$ cat src/rtl/grid_pkg.sv
// Shared colours, stage-1 payload and boundary helper for the grid renderer.
package grid_pkg;

  localparam int unsigned COLOR_W = 24;

  typedef logic [COLOR_W-1:0] rgb_t;

  localparam rgb_t COL_GOLD     = 24'hF9C700;
  localparam rgb_t COL_PURP     = 24'h6600CC;
  localparam rgb_t COL_EMPTY    = 24'hFFFFFF;
  localparam rgb_t COL_LINE     = 24'h000000;
  localparam rgb_t COL_CURSOR   = 24'h00FF00;
  localparam rgb_t COL_CONFLICT = 24'hFF0000;
  localparam rgb_t COL_BLACK    = 24'h000000;

  // Per-pixel attributes captured in stage 1 and consumed by the colour stage.
  typedef struct packed {
    logic in_view;
    logic in_grid;
    logic on_line;
    logic cur_hit;
    logic purp;
    logic gold;
    logic win;
  } pix_t;

  // Start coordinate of cell k along an axis of res pixels split into n cells.
  function automatic int unsigned grid_bound(int unsigned k, int unsigned res, int unsigned n);
    return k * (res / n);
  endfunction

endpackage

$ cat src/rtl/grid_locate.sv
// Combinational pixel locator: maps x/y to cell column/row and edge flags
// using constant boundary comparisons only (no dividers).
module grid_locate
  import grid_pkg::*;
#(
  parameter int unsigned H_RES  = 640,
  parameter int unsigned V_RES  = 480,
  parameter int unsigned COLS   = 3,
  parameter int unsigned ROWS   = 3,
  parameter int unsigned LINE_W = 4
) (
  input  logic [9:0] x,
  input  logic [8:0] y,
  output logic [2:0] col_c,
  output logic [2:0] row_c,
  output logic       on_line_c,
  output logic       on_cur_edge_c,
  output logic       in_view_c,
  output logic       in_grid_c
);

  localparam int unsigned CW   = H_RES / COLS;
  localparam int unsigned CH   = V_RES / ROWS;
  localparam int unsigned HALF = LINE_W / 2;

  logic x_line, x_edge, y_line, y_edge;

  // Horizontal axis: column, interior grid lines, own-cell left/right edges.
  always_comb begin
    col_c  = '0;
    x_line = 1'b0;
    x_edge = 1'b0;
    for (int unsigned k = 1; k < COLS; k++) begin
      if (x >= 10'(grid_bound(k, H_RES, COLS))) col_c = 3'(k);
      if (({1'b0, x} + 11'(HALF) >= {1'b0, 10'(grid_bound(k, H_RES, COLS))}) &&
          ({1'b0, x} <  {1'b0, 10'(grid_bound(k, H_RES, COLS))} + 11'(LINE_W - HALF)))
        x_line = 1'b1;
    end
    for (int unsigned k = 0; k < COLS; k++) begin
      if ((x >= 10'(grid_bound(k, H_RES, COLS))) && (x < 10'(grid_bound(k + 1, H_RES, COLS)))) begin
        if (({1'b0, x} <  {1'b0, 10'(grid_bound(k, H_RES, COLS))} + 11'(LINE_W)) ||
            ({1'b0, x} + 11'(LINE_W) >= {1'b0, 10'(grid_bound(k + 1, H_RES, COLS))}))
          x_edge = 1'b1;
      end
    end
  end

  // Vertical axis: row, interior grid lines, own-cell top/bottom edges.
  always_comb begin
    row_c  = '0;
    y_line = 1'b0;
    y_edge = 1'b0;
    for (int unsigned k = 1; k < ROWS; k++) begin
      if (y >= 9'(grid_bound(k, V_RES, ROWS))) row_c = 3'(k);
      if (({1'b0, y} + 10'(HALF) >= {1'b0, 9'(grid_bound(k, V_RES, ROWS))}) &&
          ({1'b0, y} <  {1'b0, 9'(grid_bound(k, V_RES, ROWS))} + 10'(LINE_W - HALF)))
        y_line = 1'b1;
    end
    for (int unsigned k = 0; k < ROWS; k++) begin
      if ((y >= 9'(grid_bound(k, V_RES, ROWS))) && (y < 9'(grid_bound(k + 1, V_RES, ROWS)))) begin
        if (({1'b0, y} <  {1'b0, 9'(grid_bound(k, V_RES, ROWS))} + 10'(LINE_W)) ||
            ({1'b0, y} + 10'(LINE_W) >= {1'b0, 9'(grid_bound(k + 1, V_RES, ROWS))}))
          y_edge = 1'b1;
      end
    end
  end

  // Visibility and remainder-strip flags plus combined line/edge flags.
  always_comb begin
    in_view_c     = (x < 10'(H_RES)) && (y < 9'(V_RES));
    in_grid_c     = (x < 10'(COLS * CW)) && (y < 9'(ROWS * CH));
    on_line_c     = x_line | y_line;
    on_cur_edge_c = x_edge | y_edge;
  end

endmodule

$ cat src/rtl/grid_renderer.sv
// Two-stage pixel colour pipeline for a ROWS x COLS tic-tac-toe board with
// grid lines, cursor outline and blinking winning cells.
module grid_renderer
  import grid_pkg::*;
#(
  parameter int unsigned H_RES        = 640,
  parameter int unsigned V_RES        = 480,
  parameter int unsigned COLS         = 3,
  parameter int unsigned ROWS         = 3,
  parameter int unsigned LINE_W       = 4,
  parameter int unsigned BLINK_FRAMES = 30
) (
  input  logic                 clk,
  input  logic                 reset,
  input  logic [9:0]           x,
  input  logic [8:0]           y,
  input  logic [ROWS*COLS-1:0] purp,
  input  logic [ROWS*COLS-1:0] gold,
  input  logic [ROWS*COLS-1:0] win,
  input  logic [5:0]           cursor,
  input  logic                 cursor_en,
  output logic [7:0]           r,
  output logic [7:0]           g,
  output logic [7:0]           b
);

  localparam int unsigned N  = ROWS * COLS;
  localparam int unsigned BW = $clog2(BLINK_FRAMES + 1);

  logic [2:0] col_c, row_c;
  logic       on_line_c, on_cur_edge_c, in_view_c, in_grid_c;
  logic [5:0] idx_c;
  logic       frame_c;
  pix_t       s1_c;
  pix_t       s1;
  logic       s1_zero;
  logic [BW-1:0] blink_cnt;
  logic       blink_phase;
  rgb_t       colour_c;

  grid_locate #(
    .H_RES (H_RES),
    .V_RES (V_RES),
    .COLS  (COLS),
    .ROWS  (ROWS),
    .LINE_W(LINE_W)
  ) u_locate (
    .x            (x),
    .y            (y),
    .col_c        (col_c),
    .row_c        (row_c),
    .on_line_c    (on_line_c),
    .on_cur_edge_c(on_cur_edge_c),
    .in_view_c    (in_view_c),
    .in_grid_c    (in_grid_c)
  );

  // Stage-1 payload: select this pixel's cell state alongside its geometry.
  always_comb begin
    idx_c        = 6'(32'(row_c) * COLS + 32'(col_c));
    frame_c      = (x == 10'd0) && (y == 9'd0);
    s1_c         = '0;
    s1_c.in_view = in_view_c;
    s1_c.in_grid = in_grid_c;
    s1_c.on_line = on_line_c;
    s1_c.cur_hit = cursor_en && (cursor == idx_c) && on_cur_edge_c;
    for (int unsigned i = 0; i < N; i++) begin
      if (idx_c == 6'(i)) begin
        s1_c.purp = purp[i];
        s1_c.gold = gold[i];
        s1_c.win  = win[i];
      end
    end
  end

  // Stage-1 register and 0,0 dwell tracker.
  always_ff @(posedge clk) begin
    if (reset) begin
      s1      <= '0;
      s1_zero <= 1'b0;
    end else begin
      s1      <= s1_c;
      s1_zero <= frame_c;
    end
  end

  // Blink counter: advances only on the first cycle of each 0,0 dwell.
  always_ff @(posedge clk) begin
    if (reset) begin
      blink_cnt   <= '0;
      blink_phase <= 1'b0;
    end else if (frame_c && !s1_zero) begin
      if (blink_cnt == BW'(BLINK_FRAMES - 1)) begin
        blink_cnt   <= '0;
        blink_phase <= ~blink_phase;
      end else begin
        blink_cnt <= blink_cnt + BW'(1);
      end
    end
  end

  // Colour priority resolution for the stage-1 pixel.
  always_comb begin
    colour_c = COL_EMPTY;
    if (!s1.in_view || !s1.in_grid)     colour_c = COL_BLACK;
    else if (s1.on_line)                colour_c = COL_LINE;
    else if (s1.cur_hit)                colour_c = COL_CURSOR;
    else if (s1.purp && s1.gold)        colour_c = COL_CONFLICT;
    else if (s1.win && blink_phase)     colour_c = COL_EMPTY;
    else if (s1.gold)                   colour_c = COL_GOLD;
    else if (s1.purp)                   colour_c = COL_PURP;
  end

  // Stage-2 output register.
  always_ff @(posedge clk) begin
    if (reset) begin
      r <= '0;
      g <= '0;
      b <= '0;
    end else begin
      r <= colour_c[23:16];
      g <= colour_c[15:8];
      b <= colour_c[7:0];
    end
  end

endmodule

$ cat config.mk
export PLATFORM = sky130hd
export DESIGN_NAME = grid_renderer
export DESIGN_NICKNAME = d
export VERILOG_FILES = /design/src/rtl/grid_pkg.sv /design/src/rtl/grid_locate.sv /design/src/rtl/grid_renderer.sv
export SDC_FILE = /design/constraint.sdc
export NUM_CORES = 1
export LEC_CHECK = 0
export CAP_MARGIN = 5
export CORE_UTILIZATION = 43
export CTS_CLUSTER_SIZE = 16
export DETAILED_ROUTE_END_ITERATION = 10
export PLACE_DENSITY = 0.87
export SLEW_MARGIN = 20
export SYNTH_ARGS = -nofsm -noshare
export SYNTH_HDL_FRONTEND = slang
export SYNTH_SLANG_ARGS = --single-unit
$ cat constraint.sdc
create_clock -name clk -period 3.8 [get_ports clk]
set_clock_uncertainty 0.15 [all_clocks]
set_input_delay 0.76 -clock clk [delete_from_list [all_inputs] [get_ports clk]]
set_output_delay 0.76 -clock clk [all_outputs]
set_load 0.02 [all_outputs]
==> impl_metrics.toml <==
[floorplan]
die_y_um = 78.6
core_area_sq_um = 5570
start_util_pct = 45.3
rows = 27
io_pins = 79
fp.dieW_um = 78.6
die_area_sq_um = 6180

[logic_synthesis]
ys_async_sr_fraction_pct = 0
ys_ff_latch = 21
netlist_area_sq_um = 2520
seq_area_frac_synth_pct = 16.7
yosys_warnings = 0
yosysTopAreaCell = "dfxtp_1"
synth_edf_count = 0
synth.distinct_cells = 63
synth.area.top_cells = "dfxtp_1, ha_1, buf_4, xor2_1, mux4_2"
yosysMostFrequentCell = "nor2_1"
synth_common_cells = "nor2_1, clkbuf_1, dfxtp_1"
synthCells = 328
synth_ff_type = "dfxtp_1"
syn_avg_cell_area_sq_um = 7.69
synth_top_area_share_pct = 16.7
syn-num-nets = 404

[cells_and_area]
antenna_cells = 0
multi_input_area_sq_um = 1870
layout.nets = 491
utilization_pct = 64.5
finalInstanceArea_sq_um = 3600
drive_gt1_share_pct = 16.2
fillers = 457
syn_to_final_growth_pct = 42.6
seqCellArea_sq_um = 420

[worst_setup_path]
crit_type = "in -> reg"
slowest_stage = "fa_2"
worstSetupEndpointType = "flop"
start_kind = "input pin"
worstPathArrival_ns = 3.66
slowest_delay_ns = 0.62
path_max_fanout = 16
crit_chain = "clkdlybuf4s50_1 -> buf_6 -> nand2_1 -> o21ai_0 -> a21oi_1 -> nor2_1 -> ha_1 -> ha_1 -> inv_1 -> fa_2 -> buf_4 -> mux2_2 -> a22oi_2 -> nor2_1"
worstPathRequired_ns = 3.79

[drt]
drt_wl_total_mm = 6.97
vias = 2735
wl_per_cell_um = 14.3
ant_nets = 0
vias_per_cell = 5.63
drt_drc_violations_left = 0
dr.pass1.iters = 4
drt_iter0_drc = 134

[pwr]
ir_worst_vdd_v = 0.000152
power_density_nw_per_um2 = 206
clkPwrFrac_pct = 19.1
p_sw_share_pct = 32.6
power_mw = 0.740
p_leak_nw = 1.43
pwr-share-comb_pct = 48.9
seqPwrFrac_pct = 32.0
p_switching_mw = 0.242
p_int_mw = 0.499

[outcome]
status = "finished clean"

[clock_tree]
clk_latency_ns = 0.25
clockBufferDepth = 2
hold_buffers = 0
clkTransAtPathRegs_ns = 0.07
numClockSinks = 21
h-tree-depth = 1
numCtsBuffers = 3
clockRootBuffer = "clkbuf_8"
cts_tree = "done"

[grt]
grt_max_degree = 18
antenna_found_initial = 0
grt_usage_pct = 22.2
grt_overflow = 0
grt_pass1_wl_mm = 11.4
grt_pass1_vias = 2652

[sta]
slew_headroom_pct = 67.8
final_hold_viol_count = 0
setup_violations = 0
max_freq_mhz = 273
final_min_period_over_clock_period_pct = 96.5
min_period_ns = 3.67
worst_pin_slew_ns = 0.479
slew_viol_final = 0
tns_ns = 0

[place]
place_area_sq_um = 3500
place.gp.congestion = 0.940
dp_hpwl_mm = 5.59
port_buffers = 78

[hold_path]
hp-class = "reg -> reg"

[run]
drv_cap = 0
cell type report:
type                    instances  area share (%)
clock inverters                 1           0.139
flip-flops and latches         21            11.7
clock buffers                   3            1.15
repair buffers                121            31.0
well taps                      72            2.51
multi-input cells             253            52.0
inverters                      15            1.57
power groups by stage:
stage / Combinational (mW) / Clock, mW / Sequential (mW)
after floorplan: 0.195 / 0 / 0.243
after global placement: 0.338 / 0 / 0.242
after detailed placement: 0.348 / 0 / 0.242
after CTS: 0.352 / 0.142 / 0.237
after global routing: 0.393 / 0.151 / 0.238
final: 0.362 / 0.141 / 0.237
worst max-delay path, delay by kind of cell:
family | cells | cell delay, ns
buffers and inverters | 4 | 0.88
AND/OR/NAND/NOR | 3 | 0.28
adder cells (fa/ha/maj) | 3 | 0.91
multiplexers | 1 | 0.33
AO/OA/AOI/OAI | 3 | 0.47
through the flow:
step                cells  hold slack (ns)  setup WS, ns
global placement      481            0.325        -0.167
CTS                   485            0.335      0.000609
floorplan             328            0.289        0.0259
detailed placement    481            0.324        -0.304
global route          486            0.385      -0.00147
finish                486            0.345         0.132
sequential cells by signal, indices dropped and copies added (netlist names):
signal / flops
s1: 7
blink_phase: 1
r: 3
g: 2
s1_zero: 1
blink_cnt: 5
b: 2
worst paths after layout:
kind	from	endpoint	slack [ns]	depth (start not counted)
worst max register to register	s1_zero$_SDFF_PP0_	blink_cnt[1]$_SDFFE_PP0P_	2.28	4
worst max-delay path	x[6]	s1[2]$_SDFF_PP0_	0.13	14
worst min register to register	s1[3]$_SDFF_PP0_	r[2]$_SDFF_PP0_	0.35	1
worst min-delay path	s1[3]$_SDFF_PP0_	r[2]$_SDFF_PP0_	0.35	1
logic make-up (layout without fill, tap and decap cells):
kind of cell             count (synthesis)  after routing  share of synthesized area (%)
flip-flops                              21             21                           16.7
multiplexers                             9              9                           5.70
adder cells (fa/ha/maj)                 21             21                           10.7
XOR/XNOR                                20             20                           6.94
buffers and inverters                   54            140                           10.6
AND/OR/NAND/NOR                        121            121                           27.1
AO/OA/AOI/OAI                           82             82                           22.3
cells in the final DEF (no fill, tap or decap), types with 8 or more instances in the layout:
cell             synthesis  routed
a21oi_1                 17      16
inv_1                   15      14
nor2_1                  24      24
nand3_1                 16      16
xor2_1                  13      13
and2_1                   8       8
dfxtp_1                 21      21
buf_4                   17      41
nand2_1                 19      19
o21ai_0                 14      14
clkdlybuf4s50_1          0      77
ha_1                    20      19
per-layer routing:
metal	wire, um	global-route usage (%)
met3	325	1.63
met4	129	7.04
met2	3630	42.1
met1	2890	26.1
met5	0	0
repair_timing:
action / in CTS / in global routing
setup buffers: 0 / 1
pin swaps: 0 / 3
endpoints found under the setup margin: 3 / 4
gates resized for setup: 1 / 11
Note: power is estimated with default switching activity, not from simulation.
==> RTL change, RTL diff (config.mk and constraints unchanged) <==
Make the reset (`reset`) asynchronous in 3 clocked blocks.
--- a/src/rtl/grid_renderer.sv
+++ b/src/rtl/grid_renderer.sv
@@ -76,3 +76,3 @@
   // Stage-1 register and 0,0 dwell tracker.
-  always_ff @(posedge clk) begin
+  always_ff @(posedge clk or posedge reset) begin
     if (reset) begin
@@ -87,3 +87,3 @@
   // Blink counter: advances only on the first cycle of each 0,0 dwell.
-  always_ff @(posedge clk) begin
+  always_ff @(posedge clk or posedge reset) begin
     if (reset) begin
@@ -114,3 +114,3 @@
   // Stage-2 output register.
-  always_ff @(posedge clk) begin
+  always_ff @(posedge clk or posedge reset) begin
     if (reset) begin
Behaviour: differs if reset is asserted again (counterexample within 4 cycles, from zero or initial values and one cycle with reset high); with reset held inactive, the same outputs for 10 cycles.
==> RTL change against the original RTL <==
  * Design area rose by 5.8%
  * Sequential cell count did not move
  * Synthesized area grew 3.9%
  * Setup slack worse by 100 ps
  * Largest power group unchanged
  * Sequential share of layout area increased by 2.1 points
  * Critical endpoint is now s1[0]
  * Wire length is 6.3% higher
  * Hold slack worse by 2.8 ps
  * Total power increased by 21%
==> RTL change: results (changes against the original RTL) <==
metric	value	unit	change
synth_cell_types	64		+1.6%
pre_cts_ws	-430	ps	-127 ps
regArea	526	sq um	+25%
critPathMaxFanout	6		-10
gp_congestion	0.911		-3.0%
slew_headroom	49.3	%	-18 points
hpwl	5680	um	+1.5%
slowest_stage	fa_2		
outcome	completed		
grt_max_degree	22		+4
ir_drop	0.264	mV	+74%
synth_area_leaders	dfrtp_1 (20%), ha_1 (9.6%), buf_4 (4.9%), nand2_1 (3.9%), a21oi_1 (3.6%)		
n_fill_cell	478		+4.6%
via_count	2805		+2.6%
cp.arrival	3750	ps	+90 ps
p_leak	1.67	nW	+17%
dpl-instance-area	0.00362	sq mm	+3.4%
nNetsFinal	497		+1.2%
drt_first_iter_violations	123		-8.2%
grt_pass1_vias	2558		-3.5%
cts_resized	5		+4
route.detailed.wl_per_inst	15.0	um	+4.3%
yosys_most_used_dff	dfrtp_1		
grt_pass1_wl	11600	um	+1.3%
critical_path.max_stage_delay	630	ps	
yosys-top-cells-count	nand2_1 (27), dfrtp_1 (21), ha_1 (20), nor2_1 (20), a21oi_1 (19)		
async_flop_share	100	%	+100 points
## RTL change: cell count changes after synthesis, moves of 6 or more
cell,unedited run,this run
dfrtp_1,0,21
clkbuf_1,21,9
dfxtp_1,21,0
and2_1,8,2
xor2_1,13,5
buf_2,0,11
nand2_1,19,27
## RTL change: final timing paths
kind,endpoint,slack [ps],cells after the start,from
hold / removal,blink_phase,340,1,blink_phase
min in group asynchronous,blink_cnt[4],800,2,reset
hold reg to reg,blink_phase,340,1,blink_phase
max in group asynchronous,s1[1],2230,2,reset
setup / recovery,s1[0],30,12,x[0]
setup reg to reg,blink_cnt[2],2270,7,blink_cnt[1]
## RTL change: report_power, final
part,switching (mW),internal (mW)
Sequential,0.0180,0.247
Combinational,0.234,0.248
Clock,0.0725,0.0739
## RTL change: routing by layer
metal  global-route usage [%]  up-vias  part of all wire, %
met1                     27.8     1335                   42
met2                     42.2       83                   54
li1                         -     1375                    -
met3                    0.795       12                  2.9
met5                        0        -                    0
met4                     4.29        0                  1.2
## RTL change: kinds of logic (layout without fill, tap and decap cells)
family | Yosys count | in the layout | synth area share (%)
fa+ha+maj | 21 | 21 | 10.3
simple gates | 120 | 120 | 25.9
mux | 9 | 9 | 4.97
xor+xnor | 12 | 12 | 4.01
buf+inv | 52 | 144 | 10.4
compound gates | 93 | 93 | 24.3
flops | 21 | 21 | 20.1
## RTL change: layout make-up
| cell class | count | area share (%) |
|---|---|---|
| tap | 75 | 2.47 |
| multi-input combinational | 255 | 50.3 |
| timing repair buffer | 125 | 30.6 |
| sequential | 21 | 13.8 |
| clock inverter | 1 | 0.197 |
| inverter | 15 | 1.48 |
| clock buffer | 3 | 1.09 |
